<file path="src/rtl/unified_mem_arbiter.sv">
// Arbiter sharing one single-ported memory between instruction fetch (IF) and load/store (DM).
// DM has priority, bounded by a streak limit while IF waits, plus a watchdog that aborts stuck accesses.
module unified_mem_arbiter #(
  parameter int ADDR_W     = 64,
  parameter int DATA_W     = 64,
  parameter int MAX_STREAK = 4,
  parameter int TIMEOUT    = 255
) (
  input  logic              clk,
  input  logic              reset,
  input  logic              if_req,
  input  logic [ADDR_W-1:0] if_addr,
  output logic              if_done,
  output logic [DATA_W-1:0] if_rdata,
  output logic              if_stall,
  input  logic              dm_req,
  input  logic              dm_we,
  input  logic [ADDR_W-1:0] dm_addr,
  input  logic [DATA_W-1:0] dm_wdata,
  output logic              dm_done,
  output logic [DATA_W-1:0] dm_rdata,
  output logic              dm_stall,
  output logic              mem_req,
  output logic              mem_we,
  output logic [ADDR_W-1:0] mem_addr,
  output logic [DATA_W-1:0] mem_wdata,
  input  logic [DATA_W-1:0] mem_rdata,
  input  logic              mem_ready,
  output logic              err
);

  typedef enum logic [1:0] {IDLE, IF_ACC, DM_ACC, RESP} state_t;

  localparam logic [3:0] STREAK_LIM = 4'(MAX_STREAK);
  localparam logic [7:0] TMO_LIM    = 8'(TIMEOUT);

  state_t     state;
  logic [3:0] streak;
  logic [7:0] tmo_cnt;
  logic [7:0] tmo_next;
  logic       streak_full;
  logic       pick_dm;
  logic       pick_if;
  logic       acc_timeout;

  always_comb begin
    streak_full = (streak == STREAK_LIM);
    pick_dm     = dm_req & ~(if_req & streak_full);
    pick_if     = if_req & ~pick_dm;
    tmo_next    = tmo_cnt + 8'd1;
    acc_timeout = (tmo_next == TMO_LIM);
  end

  assign if_stall = if_req & ~if_done;
  assign dm_stall = dm_req & ~dm_done;

  always_ff @(posedge clk or negedge reset) begin
    if (!reset) begin
      state     <= IDLE;
      streak    <= '0;
      tmo_cnt   <= '0;
      mem_req   <= 1'b0;
      mem_we    <= 1'b0;
      mem_addr  <= '0;
      mem_wdata <= '0;
      if_done   <= 1'b0;
      if_rdata  <= '0;
      dm_done   <= 1'b0;
      dm_rdata  <= '0;
      err       <= 1'b0;
    end else begin
      case (state)
        IDLE: begin
          if (pick_dm) begin
            state     <= DM_ACC;
            mem_req   <= 1'b1;
            mem_we    <= dm_we;
            mem_addr  <= dm_addr;
            mem_wdata <= dm_wdata;
            // Only DM grants that make a waiting fetch wait longer count toward the streak.
            if (!if_req)
              streak <= '0;
            else if (!streak_full)
              streak <= streak + 4'd1;
          end else if (pick_if) begin
            state     <= IF_ACC;
            mem_req   <= 1'b1;
            mem_we    <= 1'b0;
            mem_addr  <= if_addr;
            mem_wdata <= '0;
            streak    <= '0;
          end else begin
            streak <= '0;
          end
        end

        IF_ACC, DM_ACC: begin
          // Completion and watchdog abort share the exit path; an abort returns zero data.
          if (mem_ready || acc_timeout) begin
            state   <= RESP;
            mem_req <= 1'b0;
            mem_we  <= 1'b0;
            if (state == IF_ACC) begin
              if_done  <= 1'b1;
              if_rdata <= mem_ready ? mem_rdata : '0;
            end else begin
              dm_done  <= 1'b1;
              dm_rdata <= (mem_ready && !mem_we) ? mem_rdata : '0;
            end
            if (!mem_ready)
              err <= 1'b1;
          end else begin
            tmo_cnt <= tmo_next;
          end
        end

        RESP: begin
          // No grant here: the finished requester gets one cycle to drop its stale request.
          if_done <= 1'b0;
          dm_done <= 1'b0;
          tmo_cnt <= '0;
          state   <= IDLE;
        end

        default: state <= IDLE;
      endcase
    end
  end

endmodule

</file>
<file path="config.mk">
export PLATFORM = sky130hd
export DESIGN_NAME = unified_mem_arbiter
export DESIGN_NICKNAME = d
export VERILOG_FILES = /design/src/rtl/unified_mem_arbiter.sv
export SDC_FILE = /design/constraint.sdc
export NUM_CORES = 1
export LEC_CHECK = 0
export BUFFER_PORTS_ARGS = -buffer_cell sky130_fd_sc_hd__buf_2
export CAP_MARGIN = 20
export CORE_AREA = 3 3 204 206
export DETAILED_ROUTE_END_ITERATION = 12
export DIE_AREA = 0 0 207 209
export HOLD_SLACK_MARGIN = 0.08
export PLACE_DENSITY = 0.59
export SYNTH_ARGS = -nofsm -noshare
export SYNTH_HDL_FRONTEND = slang
export SYNTH_SLANG_ARGS = --single-unit
</file>
<file path="constraint.sdc">
create_clock -name clk -period 5.1 [get_ports clk]
set_input_delay 0.255 -clock clk [delete_from_list [all_inputs] [get_ports clk]]
set_output_delay 0.255 -clock clk [all_outputs]
set_load 0.05 [all_outputs]
</file>
Word-level counts from Yosys, hierarchy flattened
Index checks and enable logic that the tools add are counted.
{"block": "word_totals", "register_bits": 275, "inputBits": 262, "output_inout_bits": 263, "wordCells": 82}
{"block": "op_classes", "n_addsub": 2, "n_eq_ne": 11, "mux": 28, "n_bitwise": 11, "n_reduce_logical": 18}
{"operator": "2-to-1 mux 64 bit", "count": 6}
{"operator": "AND reduction 3 bit", "count": 6}
{"operator": "one-hot mux 8 bit (2 select lines)", "count": 1}
{"operator": "2-to-1 mux 4 bit", "count": 3}
{"operator": "2-to-1 mux 1 bit", "count": 9}
{"operator": "adder 8 x 1 -> 8 bit, second input constant", "count": 1}
{"operator": "equality test 8 bit, second input constant", "count": 1}
{"operator": "2-to-1 mux 8 bit", "count": 1}
{"operator": "!= test 2 bit, second input constant", "count": 4}
{"operator": "one-hot mux 1 bit (2 select lines)", "count": 4}
{"operator": "AND reduction 2 bit", "count": 4}
{"operator": "2-to-1 mux 2 bit", "count": 3}
{"operator": "!= test 3 bit, second input constant", "count": 2}
{"operator": "inverter 1 bit", "count": 6}
{"operator": "one-hot mux 2 bit (3 select lines)", "count": 1}
{"operator": "nonzero test 2 bit", "count": 3}
{"operator": "bitwise AND 1 bit", "count": 5}
{"operator": "adder 4 x 1 -> 4 bit, second input constant", "count": 1}
{"operator": "equality test 2 bit, second input constant", "count": 2}
{"operator": "equality test 4 x 3 -> 1 bit, second input constant", "count": 1}
{"operator": "equality test 2 x 1 -> 1 bit, second input constant", "count": 1}
{"operator": "logical NOT 2 bit", "count": 1}
{"operator": "OR reduction 2 bit", "count": 1}
{"operator": "logical AND 1 bit", "count": 1}
{"operator": "2 further kinds", "count": 2}

Depth between registers and ports, before layout
Gate-level depths: netlist (run 1).
{"block": "depth", "ltp_word": 9, "mapped_depth": 9, "mapped_depth_nobuf": 7}

Least setup slack after synthesis (run 1)
Ideal clock, no wire load.
{"block": "synth_path", "path_kind": "reg-to-reg", "startpoint": "reg tmo_cnt[0]", "endpoint": "reg dm_rdata[10]", "setup_ns": 0.121, "arrival_time_ns": 2.118, "t_required_ns": 4.979, "setup_slack_ns": 2.860, "path_stages_with_launch": 8, "path_buffers": 1, "synth_period_minus_slack_ns": 2.240, "path_cell_list": "dfrtp_1 -> ha_1 -> a21o_1 -> o211a_1 -> o31ai_4 -> nand3_4 -> buf_2 -> a22o_1"}
{"block": "synth_between", "elab_chain_len": 4}
{"item": "start: declaration", "line_no": "39", "rtl": "logic [7:0] tmo_cnt;"}
{"item": "start signal: assignment", "line_no": "113", "rtl": "tmo_cnt <= tmo_next;"}
{"item": "adder 8 x 1 -> 8 bit", "line_no": "50", "rtl": "tmo_next = tmo_cnt + 8'd1;"}
{"item": "equality test 8 bit", "line_no": "51", "rtl": "acc_timeout = (tmo_next == TMO_LIM);"}
{"item": "logical OR 1 bit", "line_no": "99", "rtl": "if (mem_ready || acc_timeout) begin"}
{"item": "AND reduction 3 bit (no source line)"}
{"item": "end signal: assignment", "line_no": "108", "rtl": "dm_rdata <= (mem_ready && !mem_we) ? mem_rdata : '0;"}
{"item": "end: declaration", "line_no": "21", "rtl": "output logic [DATA_W-1:0] dm_rdata,"}
Every way passes these cells.
A chain may end at the register's enable or synchronous reset.

Worst setup path in the final report (run 1)
{"block": "layout_path", "startpoint": "reg streak[0]", "endpoint": "reg mem_addr[53]"}
{"block": "layout_between", "elab_chain_len": 8, "word_cells_on_any_way": 9, "classes_between": "eq/ne (1); mux (1); bitwise (5); reduce/logical (2)"}
{"item": "start: declaration", "line_no": "38", "rtl": "logic [3:0] streak;"}
{"item": "start signal: assignment", "line_no": "84", "rtl": "streak <= streak + 4'd1;"}
{"item": "equality test 4 x 3 -> 1 bit *", "line_no": "47", "rtl": "streak_full = (streak == STREAK_LIM);"}
{"item": "bitwise AND 1 bit *", "line_no": "48", "rtl": "pick_dm = dm_req & ~(if_req & streak_full);"}
{"item": "inverter 1 bit *", "line_no": "48"}
{"item": "bitwise AND 1 bit *", "line_no": "48"}
{"item": "inverter 1 bit", "line_no": "49", "rtl": "pick_if = if_req & ~pick_dm;"}
{"item": "bitwise AND 1 bit", "line_no": "49"}
{"item": "nonzero test 2 bit (no source line)"}
{"item": "AND reduction 2 bit (no source line)"}
{"item": "end signal: assignment", "line_no": "78", "rtl": "mem_addr <= dm_addr;"}
{"item": "end signal: assignment", "line_no": "89", "rtl": "mem_addr <= if_addr;"}
{"item": "end: declaration", "line_no": "25", "rtl": "output logic [ADDR_W-1:0] mem_addr,"}
Mark *: on every way between the ends. The rest lies on a longest branch, timed or not.

==> flow_metrics.py, run 1 <==
metrics = {
    "layout": {
        "layout_commonest_cell": "buf_2",
        "n_fill_cell": 3667,
        "mostFrequentLayoutCells": "buf_2 (523), dfrtp_1 (275), nand2_1 (266)",
        "area_growth_pct": 60.68,
        "fin_area_um2": 17920,
        "nets": 2071,
        "finalNonFillerCells": 2355,
        "drive_gt1_share_pct": 32.97,
    },
    "worst_setup_path": {
        "path_max_fanout": 75,
        "worstSetupPathType": "reg2reg",
        "cp_slowest_cell": "buf_4",
        "crit_required_ns": 5.57,
        "cp-start-kind": "register",
        "cp-end-kind": "register",
        "worstPathCellList": "inv_1 -> ha_1 -> nand4b_1 -> and2_4 -> buf_4 -> nand2_1 -> a31oi_1 -> dlygate4sd3_1",
        "critical-path-top-delay-family": "buffers and inverters",
        "cpPeakStageDelay_ns": 0.74,
        "cp_num_buf_inv": 3,
        "crit_arrival_ns": 3.67,
    },
    "die": {
        "die_y_um": 209,
        "core_area_um2": 39820,
        "die_area_um2": 43260,
        "floorplan.initialDensity_pct": 28.01,
        "row_count": 73,
        "dieWidth_um": 207,
        "io_pins": 525,
    },
    "cts": {
        "cts_buffer_depth": 3,
        "clock_sinks": 275,
        "post_cts_resized": 0,
        "postCtsHoldBufs": 258,
        "clock-root-buffer": "clkbuf_16",
        "clk_latency_ns": 0.54,
        "numCtsBuffers": 35,
        "cts.clk_slew.worst_paths_ns": 0.06,
        "cts_tree": "built",
        "post_cts.repair.setup_buffers": 0,
        "htree_levels": 2,
    },
    "power_and_ir_drop": {
        "cellPowerDensity_nw_per_um2": 791.9,
        "power_frac_comb_pct": 55.6,
        "switching_share_pct": 51.43,
        "ir_drop_uv": 451.9,
        "p_leak_nw": 9.129,
        "switchingPower_mw": 7.301,
        "power_frac_seq_pct": 27.5,
        "internal-power_mw": 6.894,
        "clockPowerShare_pct": 16.9,
    },
    "sta": {
        "skew_ns": 0.02127,
        "period_share_pct": 62.71,
        "max-slew-margin-rel_pct": 39.12,
        "fin_setup_tns_ns": 0,
        "layout_min_cycle_time_ns": 3.198,
        "rsz0062_at_grt": "false",
        "worst_pin_slew_ns": 0.9132,
        "finalSetupViolations": 0,
        "final_hold_viol_count": 0,
        "finalMaxSlewViolations": 0,
        "fmax_mhz": 312.7,
    },
    "route": {
        "avgRoutedWirePerCell_um": 18.51,
        "via_per_inst": 4.821,
        "first_pass_iters": 6,
        "drt_iter0_drc": 1043,
        "drc": 0,
        "vias": 11353,
        "postRouteAntennaNets": 0,
        "routed_wl_um": 43580,
    },
    "grt": {
        "antenna_found_initial": 5,
        "track_usage_pct": 19.33,
        "grt_max_degree": 147,
        "grt.overflow.total": 0,
        "grt_pass1_wl_um": 67140,
        "grt_pass1_vias": 11634,
    },
    "yosys": {
        "synth-compound-area-share_pct": 16.92,
        "ys_seq_area_share_pct": 61.69,
        "synthAdderAreaFrac_pct": 0.7851,
        "async_flop_share_pct": 100.0,
        "synth-xor-area-share_pct": 0.1570,
        "syn_area_per_cell_um2": 10.58,
        "synth_mux_area_share_pct": 0.08973,
        "ys_warn_count": 0,
        "synth-simple-area-share_pct": 16.77,
        "netlist_area_um2": 11160,
        "synth_top_family_by_area": "compound AO/OA/AOI/OAI gates",
        "synth_cells": 1054,
        "ys_ff_latch": 275,
        "synthDistinctLibCells": 56,
        "synth-edff-count": 0,
        "yosys_most_used_dff": "dfrtp_1",
        "synth_nets": 1323,
    },
    "place": {
        "place_congestion": 0.8344,
        "postPlaceCellArea_um2": 14220,
        "dp.cells": 2032,
        "io_buffers": 524,
        "hpwlAfterDp_um": 29320,
    },
    "job": {
        "cap_violations": 0,
    },
    "min_path": {
        "hold_class": "in2reg",
    },
    "status": {
        "status": "complete, no violations",
    },
}
power groups by stage:
| stage | combinational [mW] | clock, mW | sequential (mW) |
|---|---|---|---|
| after floorplan | 1.75 | 0 | 7.46 |
| after global placement | 7.23 | 0 | 3.89 |
| after detailed placement | 7.32 | 0 | 3.89 |
| after CTS | 7.90 | 2.46 | 3.88 |
| after global routing | 8.29 | 2.56 | 4.03 |
| final | 7.90 | 2.40 | 3.90 |
flip-flops by register name (all words and copies together) (netlist names), 2 cells and up:
register and count:
dm_rdata 64, if_rdata 64, mem_addr 64, tmo_cnt 8, streak 4, mem_wdata 64, state 2
Yosys cell counts, types with 2 or more instances:
| cell type | number | area [µm²] |
|---|---|---|
| o31ai_1 | 3 | 22.52 |
| nor2b_1 | 6 | 37.54 |
| o21ai_1 | 2 | 10.01 |
| or4_1 | 2 | 15.01 |
| o22ai_1 | 4 | 25.02 |
| a22o_1 | 130 | 1139 |
| buf_2 | 6 | 30.03 |
| and3_1 | 4 | 25.02 |
| clkbuf_1 | 56 | 210.2 |
| buf_1 | 8 | 30.03 |
| nand4_1 | 3 | 18.77 |
| o2111ai_1 | 2 | 17.52 |
| a31oi_1 | 67 | 419.2 |
| ha_1 | 7 | 87.58 |
| buf_4 | 10 | 75.07 |
| and2_1 | 4 | 25.02 |
| dfrtp_1 | 275 | 6882 |
| o21ai_0 | 4 | 20.02 |
| inv_1 | 10 | 37.54 |
| nor2_1 | 68 | 255.2 |
| nand2_1 | 267 | 1002 |
| nor4_1 | 2 | 12.51 |
| a21o_1 | 3 | 22.52 |
| o211ai_1 | 3 | 22.52 |
| nand3_1 | 71 | 355.3 |
| nor3b_1 | 2 | 15.01 |
| nor3_1 | 4 | 20.02 |
| a2bb2oi_1 | 2 | 17.52 |
| nand3_4 | 2 | 35.03 |
stage by stage:
| stage | hold WS, ns | utilization [%] | total power, mW | worst slack, ns |
|---|---|---|---|---|
| global route | 0.1785 | 45.00 | 14.87 | 1.684 |
| detailed placement | 0.2551 | 35.71 | 11.22 | 2.016 |
| floorplan | -0.04059 | - | 9.210 | 2.861 |
| finish | 0.1845 | 45.01 | 14.19 | 1.902 |
| CTS | 0.1249 | 44.99 | 14.24 | 1.996 |
| global placement | 0.2537 | 35.71 | 11.11 | 2.126 |
cell families (layout without fill, tap and decap cells):
| kind of cell | Yosys count | after routing |
|---|---|---|
| compound gates | 236 | 236 |
| xor+xnor | 2 | 2 |
| fa+ha+maj | 7 | 7 |
| buf+inv | 92 | 864 |
| flops | 275 | 275 |
| mux | 1 | 1 |
| other cells | 0 | 4 |
| simple gates | 441 | 441 |
layout make-up:
cell class / instances / area (µm²) / area share [%]
Clock buffer: 47 / 970.9 / 5.417
Timing Repair Buffer: 792 / 5315 / 29.65
Inverter: 11 / 43.79 / 0.2443
Tap cell: 525 / 656.9 / 3.665
Sequential cell: 275 / 6882 / 38.39
Multi-Input combinational cell: 687 / 3905 / 21.79
Antenna cell: 4 / 10.01 / 0.05584
Clock inverter: 14 / 141.4 / 0.7888
path summary, 6_finish.rpt:
kind                       cells after the start                 startpoint                        end  slack [ns]
setup / recovery                               8      streak[0]$_DFFE_PN0P_   mem_addr[53]$_DFFE_PN0P_        1.90
hold / removal                                 3                     if_req      streak[1]$_DFFE_PN0P_        0.18
setup reg to reg                               8      streak[0]$_DFFE_PN0P_   mem_addr[53]$_DFFE_PN0P_        1.90
hold reg to reg                                2  mem_wdata[11]$_DFFE_PN0P_  mem_wdata[11]$_DFFE_PN0P_        0.46
max in group asynchronous                      3                      reset   dm_rdata[42]$_DFFE_PN0P_        3.55
min in group asynchronous                      2                      reset   mem_addr[39]$_DFFE_PN0P_        0.27
layer usage:
metal / up-vias / part of all wire [%] / GRT usage (%)
met1: 5517 / 39 / 23.01
met3: 63 / 7.7 / 4.969
met2: 553 / 50 / 33.52
met4: 0 / 3.6 / 7.654
li1: 5220 / - / -
met5: - / 0 / 0
worst register-to-register path: cells and delay by family, from the launching register on:
family          cells  cell delay [ns]
buf+inv             3             1.46
compound gates      1             0.24
simple gates        3             0.90
flops               1             0.37
fa+ha+maj           1             0.19
No activity file was read; power rests on OpenSTA's default activity.
==> inputs of run 2 (changes only) <==
PLACE_DENSITY = 0.61   (was 0.59)
clock period = 2.9 ns   (was 5.1 ns; I/O delays follow)
==> run 2 against run 1 <==
First-iteration DRC count shrank 22%. Critical endpoint is now mem_addr[48]$_DFFE_PN0P_. Sequential share of layout area shrank 0.61 points. Non-clock buffer count grew 28. Sequential power grew 77%.
==> flow_metrics.py, run 2 (synthesis results as in run 1) <==
metrics = {
    "worst_setup_path": {
        "cp-end-kind": "register",
        "crit_arrival_ns": 3.17,
        "cp_slowest_cell": "and2_4",
        "critical-path-top-delay-family": "buffers and inverters",
        "cp-start-kind": "register",
        "worstSetupPathType": "reg2reg",
        "worstPathCellList": "inv_1 -> ha_1 -> nand4b_1 -> and2_4 -> buf_12 -> nand2_1 -> a31oi_1 -> dlygate4sd3_1",
        "path_max_fanout": 64,
        "crit_required_ns": 3.40,
        "cpPeakStageDelay_ns": 0.64,
        "cp_num_buf_inv": 3,
    },
    "route": {
        "routed_wl_um": 45050,
        "avgRoutedWirePerCell_um": 18.95,
        "via_per_inst": 4.866,
        "vias": 11566,
        "drc": 0,
        "first_pass_iters": 5,
        "drt_iter0_drc": 815,
        "postRouteAntennaNets": 0,
    },
    "grt": {
        "grt_max_degree": 91,
        "antenna_found_initial": 2,
        "track_usage_pct": 19.84,
        "grt_pass1_vias": 11843,
        "grt.overflow.total": 0,
        "grt_pass1_wl_um": 69540,
    },
    "cts": {
        "cts_tree": "built",
        "post_cts.repair.setup_buffers": 0,
        "clk_latency_ns": 0.57,
        "numCtsBuffers": 31,
        "clock-root-buffer": "clkbuf_16",
        "cts_buffer_depth": 3,
        "clock_sinks": 275,
        "cts.clk_slew.worst_paths_ns": 0.06,
        "htree_levels": 1,
    },
    "die": {
        "io_pins": 525,
        "core_area_um2": 39820,
        "die_area_um2": 43260,
        "die_y_um": 209,
        "dieWidth_um": 207,
        "floorplan.initialDensity_pct": 28.01,
        "row_count": 73,
    },
    "power_and_ir_drop": {
        "power.total_mw": 25.12,
        "p_leak_nw": 9.304,
        "ir_drop_uv": 1019,
        "cellPowerDensity_nw_per_um2": 1379,
    },
    "layout": {
        "mostFrequentLayoutCells": "buf_2 (523), dfrtp_1 (275), nand2_1 (266)",
        "area_growth_pct": 63.26,
        "drive_gt1_share_pct": 33.98,
        "layout_commonest_cell": "buf_2",
        "fin_util_pct": 45.73,
        "n_fill_cell": 3644,
        "nets": 2095,
    },
    "place": {
        "hpwlAfterDp_um": 31220,
        "place_congestion": 0.8799,
        "io_buffers": 524,
        "dp_worst_setup_slack_ns": 0.2999,
    },
    "status": {
        "status": "complete, no violations",
    },
    "sta": {
        "period_share_pct": 92.05,
        "worst_pin_slew_ns": 0.9896,
        "fmax_mhz": 374.6,
        "fin_setup_tns_ns": 0,
        "max-slew-margin-rel_pct": 33.78,
        "rsz0062_at_grt": "false",
        "finalSetupViolations": 0,
        "final_hold_viol_count": 0,
        "fin_ws_ns": 0.2307,
        "layout_min_cycle_time_ns": 2.669,
        "skew_ns": 0.01415,
        "finalMaxSlewViolations": 0,
    },
    "min_path": {
        "hold_class": "in2reg",
    },
    "job": {
        "cap_violations": 0,
    },
}
run 2: cell types whose count changed in the layout (fill, tap and decap cells not counted), sizes merged:
cell / previous run / this run
buf: 534 / 560
diode: 4 / 1
bufinv: 2 / 4
inv: 15 / 13
clkinv: 7 / 11
clkbuf: 47 / 41
dlygate4sd3: 258 / 260
clkinvlp: 1 / 0
run 2: final timing paths:
check	startpoint	endpoint	slack [ns]	depth (start not counted)
min in group asynchronous	reset	mem_addr[28]$_DFFE_PN0P_	0.21	2
max reg2reg	streak[0]$_DFFE_PN0P_	mem_addr[48]$_DFFE_PN0P_	0.23	8
max in group asynchronous	reset	dm_rdata[60]$_DFFE_PN0P_	1.80	3
max	streak[0]$_DFFE_PN0P_	mem_addr[48]$_DFFE_PN0P_	0.23	8
min reg2reg	mem_wdata[54]$_DFFE_PN0P_	mem_wdata[54]$_DFFE_PN0P_	0.46	2
min	dm_req	mem_req$_DFFE_PN0P_	0.13	4
run 2: tightest hold or removal path, cell delays in order:
cell and delay (ns):
buf_2 0.21, nor2_1 0.12, nand2_1 0.11, a31oi_1 0.08
run 2: report_power, final:
group | total [mW] | internal [mW] | switching [mW] | leakage (nW)
sequential | 6.92 | 5.74 | 1.18 | 3.33
clock | 4.09 | 2.49 | 1.60 | 0.545
combinational | 14.1 | 4.00 | 10.1 | 5.43
run 2: repair_timing:
action,in CTS,in global routing
hold buffers,260,0
endpoints found under the hold margin,341,0
resized for setup,0,0
endpoints found under the setup margin,0,0
run 2: layout make-up:
class,instances,area (µm²),area share [%]
flip-flops and latches,275,6882,37.79
multi-input cells,687,3905,21.44
clock buffers,41,883.3,4.850
inverters,11,43.79,0.2405
diodes,1,2.502,0.01374
repair buffers,820,5643,30.98
well taps,525,656.9,3.607
clock inverters,17,196.4,1.079
run 2: routing by layer:
metal / part of all wire (%) / GRT usage [%] / wire length, µm
met3: 7.0 / 4.204 / 3144
met1: 38 / 23.35 / 17100
met2: 51 / 35.90 / 23100
met4: 3.7 / 6.812 / 1684
met5: 0.029 / 0 / 13
run 2: stage by stage:
step           instances  cell area (µm²)  hold slack [ns]
2_1_floorplan       1054            11160          -0.1506
3_3_place_gp        2058            14530           0.2074
3_5_place_dp        2058            14530           0.2170
4_1_cts             2376            18210           0.1027
5_1_grt             2377            18210           0.1599
6_report            2377            18210           0.1347
